`config.mk`:
```
export PLATFORM = sky130hd
export DESIGN_NAME = pc_sequencer
export DESIGN_NICKNAME = d
export VERILOG_FILES = /design/src/rtl/philv_pc_pkg.sv /design/src/rtl/pc_next_mux.sv /design/src/rtl/pc_sequencer.sv
export SDC_FILE = /design/constraint.sdc
export NUM_CORES = 1
export LEC_CHECK = 0
export CORE_MARGIN = 2
export CORE_UTILIZATION = 35
export CTS_CLUSTER_DIAMETER = 200
export CTS_CLUSTER_SIZE = 8
export DETAILED_ROUTE_END_ITERATION = 10
export PLACE_DENSITY = 0.59
export SYNTH_ARGS = -nofsm -noshare
export SYNTH_HDL_FRONTEND = slang
export SYNTH_SLANG_ARGS = --single-unit
```
`constraint.sdc`:
```
create_clock -name clk -period 5.5 [get_ports clk]
set_clock_uncertainty 0.15 [all_clocks]
set_input_delay 0.55 -clock clk [delete_from_list [all_inputs] [get_ports clk]]
set_output_delay 0.55 -clock clk [all_outputs]
set_load 0.03 [all_outputs]
```
`src/rtl/philv_pc_pkg.sv`:
```
// Shared types and constants for the PC sequencer: FSM state encoding,
// sequential increment and default vectors.
package philv_pc_pkg;

   typedef enum logic [1:0] {
      BOOT = 2'd0,
      REQ  = 2'd1,
      HOLD = 2'd2
   } pc_state_e;

   localparam int unsigned PC_INCR             = 4;
   localparam logic [31:0] PC_RESET_VECTOR_DEF = 32'h0000_0000;
   localparam logic [31:0] PC_TRAP_VECTOR_DEF  = 32'h0000_0100;

endpackage

```
`src/rtl/pc_next_mux.sv`:
```
// Next-PC selection: pending redirect > jump > branch_taken > pc+4.
// Also presents the highest-priority fresh redirect for latching as pending.
module pc_next_mux
   import philv_pc_pkg::*;
#(
   parameter int N = 32
) (
   input  logic [N-1:0] i_pc,
   input  logic         i_pend_vld,
   input  logic [N-1:0] i_pend_tgt,
   input  logic         i_jump,
   input  logic [N-1:0] i_jump_tgt,
   input  logic         i_branch,
   input  logic [N-1:0] i_branch_tgt,
   output logic [N-1:0] o_next_pc,
   output logic         o_is_tgt,
   output logic         o_new_vld,
   output logic [N-1:0] o_new_tgt
);

   always_comb begin
      o_new_vld = i_jump | i_branch;
      o_new_tgt = i_jump ? i_jump_tgt : i_branch_tgt;
      o_next_pc = i_pc + N'(PC_INCR);
      o_is_tgt  = 1'b0;
      if (i_pend_vld) begin
         o_next_pc = i_pend_tgt;
         o_is_tgt  = 1'b1;
      end else if (i_jump) begin
         o_next_pc = i_jump_tgt;
         o_is_tgt  = 1'b1;
      end else if (i_branch) begin
         o_next_pc = i_branch_tgt;
         o_is_tgt  = 1'b1;
      end
   end

endmodule

```
`src/rtl/pc_sequencer.sv`:
```
// Fetch PC sequencer with one-entry pending redirect and stall handling.
// Macro PC_MISALIGN_TRAP_EN: misaligned targets trap to TRAP_VECTOR instead of being aligned.
//
//   state | meaning
//   BOOT  | first cycle out of reset, no fetch request
//   REQ   | fetch_req high, pc waits for fetch_ack
//   HOLD  | fetch accepted but pipeline stalled; pc held, no request
module pc_sequencer
   import philv_pc_pkg::*;
#(
   parameter int          N            = 32,
   parameter logic [N-1:0] RESET_VECTOR = N'(PC_RESET_VECTOR_DEF),
   parameter logic [N-1:0] TRAP_VECTOR  = N'(PC_TRAP_VECTOR_DEF)
) (
   input  logic         clk,
   input  logic         rst,
   input  logic         stall,
   input  logic         jump,
   input  logic [N-1:0] jump_target,
   input  logic         branch_taken,
   input  logic [N-1:0] branch_target,
   output logic         fetch_req,
   input  logic         fetch_ack,
   output logic [N-1:0] pc
`ifdef PC_MISALIGN_TRAP_EN
   ,output logic        misaligned
`endif
);

   pc_state_e    r_state;
   pc_state_e    w_state_nxt;
   logic [N-1:0] r_pc;
   logic         r_pend_vld;
   logic [N-1:0] r_pend_tgt;

   logic         w_fetch_req;
   logic         w_pc_upd;
   logic         w_pend_ld;
   logic [N-1:0] w_sel_pc;
   logic         w_is_tgt;
   logic         w_new_vld;
   logic [N-1:0] w_new_tgt;
   logic [N-1:0] w_apply_pc;
   logic         w_trap;

   pc_next_mux #(.N(N)) u_next_mux (
      .i_pc         (r_pc),
      .i_pend_vld   (r_pend_vld),
      .i_pend_tgt   (r_pend_tgt),
      .i_jump       (jump),
      .i_jump_tgt   (jump_target),
      .i_branch     (branch_taken),
      .i_branch_tgt (branch_target),
      .o_next_pc    (w_sel_pc),
      .o_is_tgt     (w_is_tgt),
      .o_new_vld    (w_new_vld),
      .o_new_tgt    (w_new_tgt)
   );

`ifdef PC_MISALIGN_TRAP_EN
   assign w_trap     = w_is_tgt && (w_sel_pc[1:0] != 2'b00);
   assign w_apply_pc = w_trap ? TRAP_VECTOR : w_sel_pc;
`else
   logic w_unused_trap;
   assign w_unused_trap = ^TRAP_VECTOR;
   assign w_trap        = 1'b0;
   // only redirect targets are forced aligned; sequential pc stays as is
   assign w_apply_pc    = w_is_tgt ? {w_sel_pc[N-1:2], 2'b00} : w_sel_pc;
`endif

   always_comb begin
      w_state_nxt = r_state;
      w_fetch_req = 1'b0;
      w_pc_upd    = 1'b0;
      w_pend_ld   = 1'b0;
      unique case (r_state)
         BOOT: w_state_nxt = REQ;
         REQ: begin
            w_fetch_req = 1'b1;
            if (fetch_ack && !stall) begin
               w_pc_upd = 1'b1;
            end else begin
               // unacked or stalled: keep pc, remember any redirect
               w_pend_ld = 1'b1;
               if (fetch_ack) w_state_nxt = HOLD;
            end
         end
         HOLD: begin
            if (!stall) begin
               w_pc_upd    = 1'b1;
               w_state_nxt = REQ;
            end else begin
               w_pend_ld = 1'b1;
            end
         end
         default: w_state_nxt = BOOT;
      endcase
   end

   always_ff @(posedge clk) begin
      if (rst) begin
         r_state    <= BOOT;
         r_pc       <= RESET_VECTOR;
         r_pend_vld <= 1'b0;
         r_pend_tgt <= '0;
      end else begin
         r_state <= w_state_nxt;
         if (w_pc_upd) begin
            r_pc       <= w_apply_pc;
            r_pend_vld <= 1'b0;
         end else if (w_pend_ld && w_new_vld) begin
            r_pend_vld <= 1'b1;
            r_pend_tgt <= w_new_tgt;
         end
      end
   end

`ifdef PC_MISALIGN_TRAP_EN
   logic r_misaligned;
   always_ff @(posedge clk) begin
      if (rst) r_misaligned <= 1'b0;
      else     r_misaligned <= w_pc_upd && w_trap;
   end
   assign misaligned = r_misaligned;
`endif

   assign fetch_req = w_fetch_req;
   assign pc        = r_pc;

endmodule

```
==> results of run 1 <==
[cell usage after synthesis (all sizes together), types with 7 or more instances]
master,count,share of area (%)
nor2,66,6.0
a211oi,31,5.6
inv,13,1.2
a311oi,7,1.5
nand2b,9,1.4
o211ai,8,1.5
nand2,41,3.7
o21ai,26,3.2
mux2i,34,8.2
buf,12,1.4
dfxtp,65,32
a21oi,24,2.9
nand4,10,1.8
nor3,17,2.1
nor4,13,2.0
clkbuf,33,3.7
a31oi,7,1.1
nand3,15,2.1
a221oi,18,3.8
xor2,7,1.5
[area by class of cell]
type	instances	area [µm²]
Inverter	13	48.8
Clock inverter	2	35.0
Multi-Input combinational cell	400	2580
Fill cell	1153	6020
Sequential cell	65	1300
Tap cell	143	179
Timing Repair Buffer	105	1020
Clock buffer	14	274
[sequential cells by signal, summed over array words and instances (netlist names)]
register    cells
pc             32
r_pend_vld      1
r_state         2
r_pend_tgt     30
[routing by layer]
metal	wire, µm	track usage, %
met3	812	4.97
met5	0	0
met1	5830	26.7
met2	6040	32.8
met4	247	7.24
[cell families after synthesis]
| logic type | Yosys count |
|---|---|
| compound gates | 149 |
| mux | 34 |
| simple gates | 201 |
| buf+inv | 58 |
| flops | 65 |
| xor+xnor | 12 |
| fa+ha+maj | 4 |
[path summary, 6_finish.rpt]
| path | startpoint | slack, ns | depth (start not counted) | to |
|---|---|---|---|---|
| worst max-delay path | branch_taken | 2.38 | 8 | r_pend_tgt[31] |
| worst min-delay path | pc[1] | 0.31 | 1 | pc[1] |
| worst max register to register | pc[2] | 2.82 | 6 | pc[16] |
| worst min register to register | pc[1] | 0.31 | 1 | pc[1] |
[power breakdown]
part           internal (mW)  switching, mW
clock                  0.388          0.205
sequential             0.501         0.0244
combinational          0.128          0.158
[per-stage QoR]
step	util, %	std cells
global route	47.5	742
finish	47.5	742
detailed placement	44.8	726
CTS	47.5	742
floorplan	-	523
global placement	44.8	726
[critical path, cell delays in order]
cell,delay [ns]
clkdlybuf4s50_1,0.45
buf_4,0.25
or2_2,0.33
o211ai_1,0.20
nor2_4,0.64
buf_4,0.43
nor2_1,0.07
a311oi_1,0.25
==> results.md, run 1 <==
- Worst slack at placement: about 2.1 ns
- WP data arrival: ~3.2 ns
- Most used DFF post-synth: dfxtp_1
- Hold buffers post-CTS: 0
- VDD IR max: ~0.14 mV
- Slew Limit Headroom: 33.8%
- Syn Nets: slightly below 600
- Final setup violating endpoints: 0
- Clk Latency, worst-skew pair: between 0.3 and 0.4 ns
- Power, Total: approximately 1.4 mW
- Vias/cell: a little under 6
- Placed Area: about 0.005 mm²
- Setup ws final: approximately 2.4 ns
- DRT Wirelength: 12.9 mm
- Reg clk slew, reported paths: 0.06 ns
- Hold_ws: ~0.31 ns
- Post-Route Setup TNS: 0 ns
- Required @ worst endpoint: approximately 5.6 ns
- First-pass GRT wire length: between 20 and 25 mm
- Die width: between 100 and 150 µm
- Hpwl dp: 8.54 mm
- Core area: around 0.011 mm²
- Status: finished clean
- Most common cell after layout, fill and taps aside: clkdlybuf4s50_1
- Root buf cell: clkbuf_16
- DRC viols: 0
- Routed Antenna Nets: 0
- Adder-cell share of the synthesized area: 1.21%
- I/O Pins: ~100
- Die area: approximately 0.013 mm²
- Leak: 1.83 nW
- Total CTS buffers: 9
- Largest net degree at the start of global routing: 64
- FP Rows: 39
- Clock Path Buffers: 2
- Critical path type: in2reg
- Startpoint Class: input pin
- Worst-Margin Slew: around 0.99 ns
- Routed via count: between 4000 and 5000
- Wire per inst: about 17 µm
- FMAX: roughly 320 MHz
- Pwr/cell area: ~260 mW/mm²
- Number of antenna violations at the first check in global routing: 0
- Routability congestion estimate: ~0.81
- Synth Area in XOR/XNOR: 2.54%
- Fin area: between 0.005 and 0.006 mm²
- Number of enable flip-flop cells after synthesis: 0
- FF+latch count, synth: 65
- Min Tclk post-route: approximately 3.1 ns
- Post-synthesis compound-gate area fraction: between 20% and 30%
- Unrepaired setup endpoints after global routing: no
- 1st-iter DRT viols: ~300
- Ys async rst share: 0%
- PortBufs: 98
- Share of cells above drive strength 1: 6.01%
- Sequential fraction of the synthesis area: 31.5%
- Layout Nets: 668
- Die height: 113 µm
- Final worst-path cycle share: 56.7%
- Area of the mapped netlist: 0.00413 mm²
- Global route overflow: 0
- Vias in the first global route: around 4200
- Post-CTS Resized: 0
- Ant. Diodes: 0
- Max Slew Vio Count: 0
- Mux cell area share after synthesis: between 8 and 9%
- CTS H-tree depth: 3
- Crit. End Element: flip-flop
- All-Layer GR Usage: 20.4%
- Yosys warning count: 0
- Max Cap Viol: 0
- Most frequent cells in the layout: clkdlybuf4s50_1, nor2_1, dfxtp_1, nand2_1, mux2i_1
- Min-Delay Path Class: reg2reg
- Layout area overhead: 31.8%
- Synth unique cells: between 60 and 70
- Synth Area per Inst: a little under 8 µm²
- Largest family of logic cells by synthesized area: compound AO/OA/AOI/OAI gates
- Final hold vios: 0
- DR pass1 iterations: 4
- # clock sinks: 65
- Synth Area in Simple Gates: about a quarter
- CP Max Fanout: 35
- Initial cell density of the core: 36.0%
- Synth Instances: 523
- CTS tree: built
- Postcts setup bufs: 0
No activity file was read; power rests on OpenSTA's default activity.
==> run 2, diff against run 1 <==
clock period = 3.2 ns   (was 5.5 ns; I/O delays follow)
==> results.md, run 2 (synthesized netlist as in run 1, its figures left out) <==
- DRT Wirelength: ~13 mm
- First-pass GRT wire length: ~20 mm
- Max Slew Vio Count: 0
- Setup ws final: around 0.71 ns
- Crit. End Element: flip-flop
- Final setup violating endpoints: 0
- M2 GR Usage: approximately 33%
- Critical path type: reg2reg
- Crit path cell chain: and4_1 -> nand4_2 -> or3_1 -> or4_1 -> a31oi_1
- Min Tclk post-route: between 2 and 2.5 ns
- Unrepaired setup endpoints after global routing: no
- Most frequent cells in the layout: clkdlybuf4s50_1, nor2_1, dfxtp_1, nand2_1, mux2i_1
- Largest net degree at the start of global routing: 61
- Met1 usage: between 20% and 30%
- Layout area overhead: 32.7%
- Leak: approximately 1.9 nW
- Worst slack at placement: 0.519 ns
- Die width: between 100 and 150 µm
- Die height: between 100 and 150 µm
- Non-filler cells in the finished layout: around 750
- Grt met3 use: approximately 4%
- Hpwl dp: between 8 and 9 mm
- WP data arrival: roughly 2.6 ns
- CTS H-tree depth: 3
- Post-Route Utilization: 47.8%
- Routed Antenna Nets: 0
- Postcts setup bufs: 0
- Slew Limit Headroom: around half
- Clock Path Buffers: 2
- Number of antenna violations at the first check in global routing: 0
- Wire per inst: ~17 µm
- CP top delay family: simple AND/OR/NAND/NOR gates
- Routed via count: between 4000 and 5000
- VDD IR max: about 0.25 mV
- Initial cell density of the core: between 30 and 40%
- 1st-iter DRT viols: between 200 and 300
- DR pass1 iterations: 4
- I/O Pins: 103
- DRC viols: 0
- Pwr/cell area: 424 mW/mm²
- Final hold vios: 0
- Most common cell after layout, fill and taps aside: clkdlybuf4s50_1
- CP max stage cell: or4_1
- Critical path's largest stage delay: about 0.52 ns
- FMAX: roughly 400 MHz
- # clock sinks: 65
- Post-CTS Resized: 0
- Reg clk slew, reported paths: 0.06 ns
- Global route overflow: 0
- Clk Latency, worst-skew pair: about 0.33 ns
- Crit path buffers/inverters: 0
- CTS tree: built
- Total CTS buffers: 9
- Max Cap Viol: 0
- Core area: between 0.01 and 0.015 mm²
- Final worst-path cycle share: between 70% and 80%
- FP Rows: 39
- GRT Max-Usage Layer: met2
- All-Layer GR Usage: between 10% and 20%
- Root buf cell: clkbuf_16
- PortBufs: ~100
- Worst R2R Setup Slack: between 0.7 and 0.8 ns
- Min-Delay Path Class: in2reg
- Routability congestion estimate: 0.839
- Worst-Margin Slew: approximately 0.76 ns
- Placed insts: 732
- CP Max Fanout: 14
- Startpoint Class: flip-flop
- Die area: 0.0127 mm²
- Fin area: 0.00548 mm²
- Layout Nets: 674
- Max FFs per register: 32
- Required @ worst endpoint: 3.30 ns
- Hold buffers post-CTS: 0
- Post-Route Setup TNS: 0 ns
- Share of cells above drive strength 1: roughly 6.8%
- Placed Area: around 0.0052 mm²
- Vias/cell: between 5 and 6
- Status: finished clean
- Ant. Diodes: 0
- Vias in the first global route: ~4200
run 2: cell count changes in the layout (fill, tap and decap cells not counted):
| cell | delta |
|---|---|
| clkinv_2 | +2 |
| bufinv_16 | -1 |
| nor2b_2 | -1 |
| clkbuf_8 | -1 |
| buf_12 | +2 |
| buf_4 | +4 |
| nor2b_1 | +1 |
run 2: cell type report:
class	count	area (µm²)
multi-input combinational	400	2580
inverter	13	48.8
tap	143	179
timing repair buffer	111	1090
clock inverter	3	15.0
clock buffer	13	260
sequential	65	1300
fill	1129	5990
run 2: per-layer routing:
metal | wire length, µm | vias to the layer above
li1 | - | 2128
met1 | 5760 | 2052
met2 | 6210 | 118
met3 | 697 | 17
met4 | 195 | 0
met5 | 0 | -
run 2: path summary, 6_finish.rpt:
kind / start / to / cells after the start
worst max-delay path: pc[9] / pc[24] / 5
worst min-delay path: rst / r_state[1] / 2
worst max register to register: pc[9] / pc[24] / 5
worst min register to register: pc[0] / pc[0] / 1
run 2: where the power goes:
| group | leakage, nW | switching, mW | internal, mW |
|---|---|---|---|
| Combinational | 1.18 | 0.270 | 0.227 |
| Clock | 0.139 | 0.357 | 0.563 |
| Sequential | 0.527 | 0.0423 | 0.861 |
| Total | 1.85 | 0.670 | 1.65 |
run 2: worst reg2reg max path, cell delays in order, from the launching register on:
cell	delay, ns
dfxtp_1	0.51
and4_1	0.27
nand4_2	0.34
or3_1	0.48
or4_1	0.52
a31oi_1	0.16
run 2: stage by stage:
step	total power, mW	hold slack, ns
floorplan	1.21	0.296
global placement	1.41	0.296
detailed placement	1.42	0.302
CTS	2.33	0.297
global route	2.44	0.334
finish	2.32	0.309
==> run 3, diff against run 2 <==
clock period = 2.6 ns   (was 3.2 ns; I/O delays follow)
==> results.md, run 3 (synthesized netlist as in run 1, its figures left out) <==
- Status: finished clean
- 1st-iter DRT viols: 173
- All-Layer GR Usage: a little over a fifth
- Leak: 1.93 nW
- Routability congestion estimate: 0.858
- # clock sinks: 65
- Postcts setup bufs: 0
- Reg clk slew, reported paths: ~0.050 ns
- Critical path's largest stage delay: about 0.52 ns
- Hold buffers post-CTS: 0
- Slew Limit Headroom: between 50% and 60%
- Clk Latency, worst-skew pair: ~0.33 ns
- Most common cell after layout, fill and taps aside: clkdlybuf4s50_1
- Worst R2R Setup Slack: roughly 0.22 ns
- Vias/cell: between 5 and 6
- Die area: approximately 0.013 mm²
- WP data arrival: approximately 2.5 ns
- Ant. Diodes: 0
- Root buf cell: clkbuf_16
- Hold_ws: ~0.31 ns
- Die height: around 110 µm
- Pwr/cell area: slightly above 500 mW/mm²
- Min-Delay Path Class: reg2reg
- Worst-Margin Slew: 0.692 ns
- Register-to-Register Path Depth: 5
- Fin area: about 0.0056 mm²
- CTS H-tree depth: 3
- CP Max Fanout: 8
- Final-layout fill cell count: between 1000 and 1500
- DRT Wirelength: ~13 mm
- Layout area overhead: 35.6%
- PortBufs: 98
- Die width: between 100 and 150 µm
- Critical path type: reg2reg
- R2r startpoint: pc[15]
- Number of antenna violations at the first check in global routing: 0
- FP Rows: 39
- Hpwl dp: between 9 and 10 mm
- Final worst-path cycle share: between 90% and 100%
- Sw frac: between 20% and 30%
- I/O Pins: around 100
- Clock Path Buffers: 2
- First-pass GRT wire length: between 20 and 25 mm
- Worst Hold Path Cells: 1
- Post-Route Setup TNS: 0 ns
- CP max stage cell: or4_1
- Max Cap Viol: 0
- Routed Antenna Nets: 0
- Crit. End Element: flip-flop
- Routed via count: between 4000 and 5000
- Wire per inst: between 15 and 20 µm
- Combinational share of power: a little over a fifth
- Reg2reg end: pc[24]
- Crit path cell chain: and4_1 -> nand4_2 -> or3_1 -> or4_1 -> a31oi_1
- Clock power share: about two fifths
- P_int: between 2 and 2.5 mW
- Hold-critical path endpoint: pc[1]
- Hold Startpoint: pc[1]
- Final hold vios: 0
- Core area: around 0.011 mm²
- Largest net degree at the start of global routing: between 60 and 70
- Min Tclk post-route: 2.38 ns
- Post-CTS Resized: 0
- Max FFs per register: 32
- Final setup violating endpoints: 0
- Vias in the first global route: between 4000 and 5000
- CTS tree: built
- Placed insts: between 700 and 800
- Total CTS buffers: 9
- Unrepaired setup endpoints after global routing: no
- Share of cells above drive strength 1: 9.79%
- FMAX: ~420 MHz
- Placed Area: between 0.005 and 0.006 mm²
- Max Slew Vio Count: 0
- DR pass1 iterations: 5
- Post-Route Utilization: ~49%
- Sequential power share: between 30% and 40%
- Non-filler cells in the finished layout: approximately 770
- Required @ worst endpoint: roughly 2.7 ns
- Startpoint Class: flip-flop
- Global route overflow: 0
- P_sw: ~0.83 mW
- DRC viols: 0
- Initial cell density of the core: 36.0%
- Most frequent cells in the layout: clkdlybuf4s50_1, nor2_1, dfxtp_1, nand2_1, mux2i_1
- VDD IR max: about 0.26 mV
- Layout Nets: approximately 690
## run 3: changes by cell type in the layout (fill, tap and decap cells not counted), sizes merged
cell and change:
clkinvlp +1, clkinv -1, clkbuf -2, buf +20
## run 3: power groups by stage
stage               registers (mW)  logic [mW]  clock network (mW)
global route                  1.12       0.689                1.19
finish                        1.11       0.628                1.13
CTS                           1.11       0.631                1.14
global placement              1.13       0.616                   0
detailed placement            1.13       0.628                   0
floorplan                     1.15       0.344                   0
## run 3: per-stage QoR
step           setup WS (ns)  total power [mW]
6_report               0.215              2.86
5_1_grt               0.0607              3.00
4_1_cts                0.238              2.88
3_5_place_dp           0.115              1.76
3_3_place_gp           0.147              1.74
2_1_floorplan          0.214              1.49
## run 3: worst max path at each step
| stage | start | slack [ns] | depth (start not counted) | endpoint |
|---|---|---|---|---|
| 6_report | pc[15] | 0.22 | 5 | pc[24] |
| 5_1_grt | r_state[0] | 0.06 | 8 | pc[8] |
| 4_1_cts | r_state[1] | 0.24 | 8 | pc[12] |
| 3_5_place_dp | fetch_ack | 0.12 | 7 | pc[8] |
| 3_3_place_gp | fetch_ack | 0.15 | 7 | pc[14] |
| 2_1_floorplan | r_state[1] | 0.21 | 7 | pc[27] |
## run 3: critical path: cells and delay by family, from the launching register on
family | cells | cell delay (ns)
flip-flops | 1 | 0.43
AND/OR/NAND/NOR | 4 | 1.56
AO/OA/AOI/OAI | 1 | 0.17
## run 3: cell type report
| type | count | area, µm² | area share (%) |
|---|---|---|---|
| clock buffer | 11 | 253 | 4.51 |
| clock inverter | 3 | 17.5 | 0.313 |
| inverter | 13 | 48.8 | 0.872 |
| multi-input combinational | 400 | 2580 | 46.1 |
| sequential | 65 | 1300 | 23.2 |
| tap | 143 | 179 | 3.20 |
| timing repair buffer | 131 | 1220 | 21.8 |
## run 3: routing by layer
layer	track usage (%)	up-vias	part of all wire, %
li1	-	2169	-
met1	27.0	2134	44
met2	36.0	124	48
met3	4.64	21	5.5
met4	6.34	0	1.6
met5	0	-	0
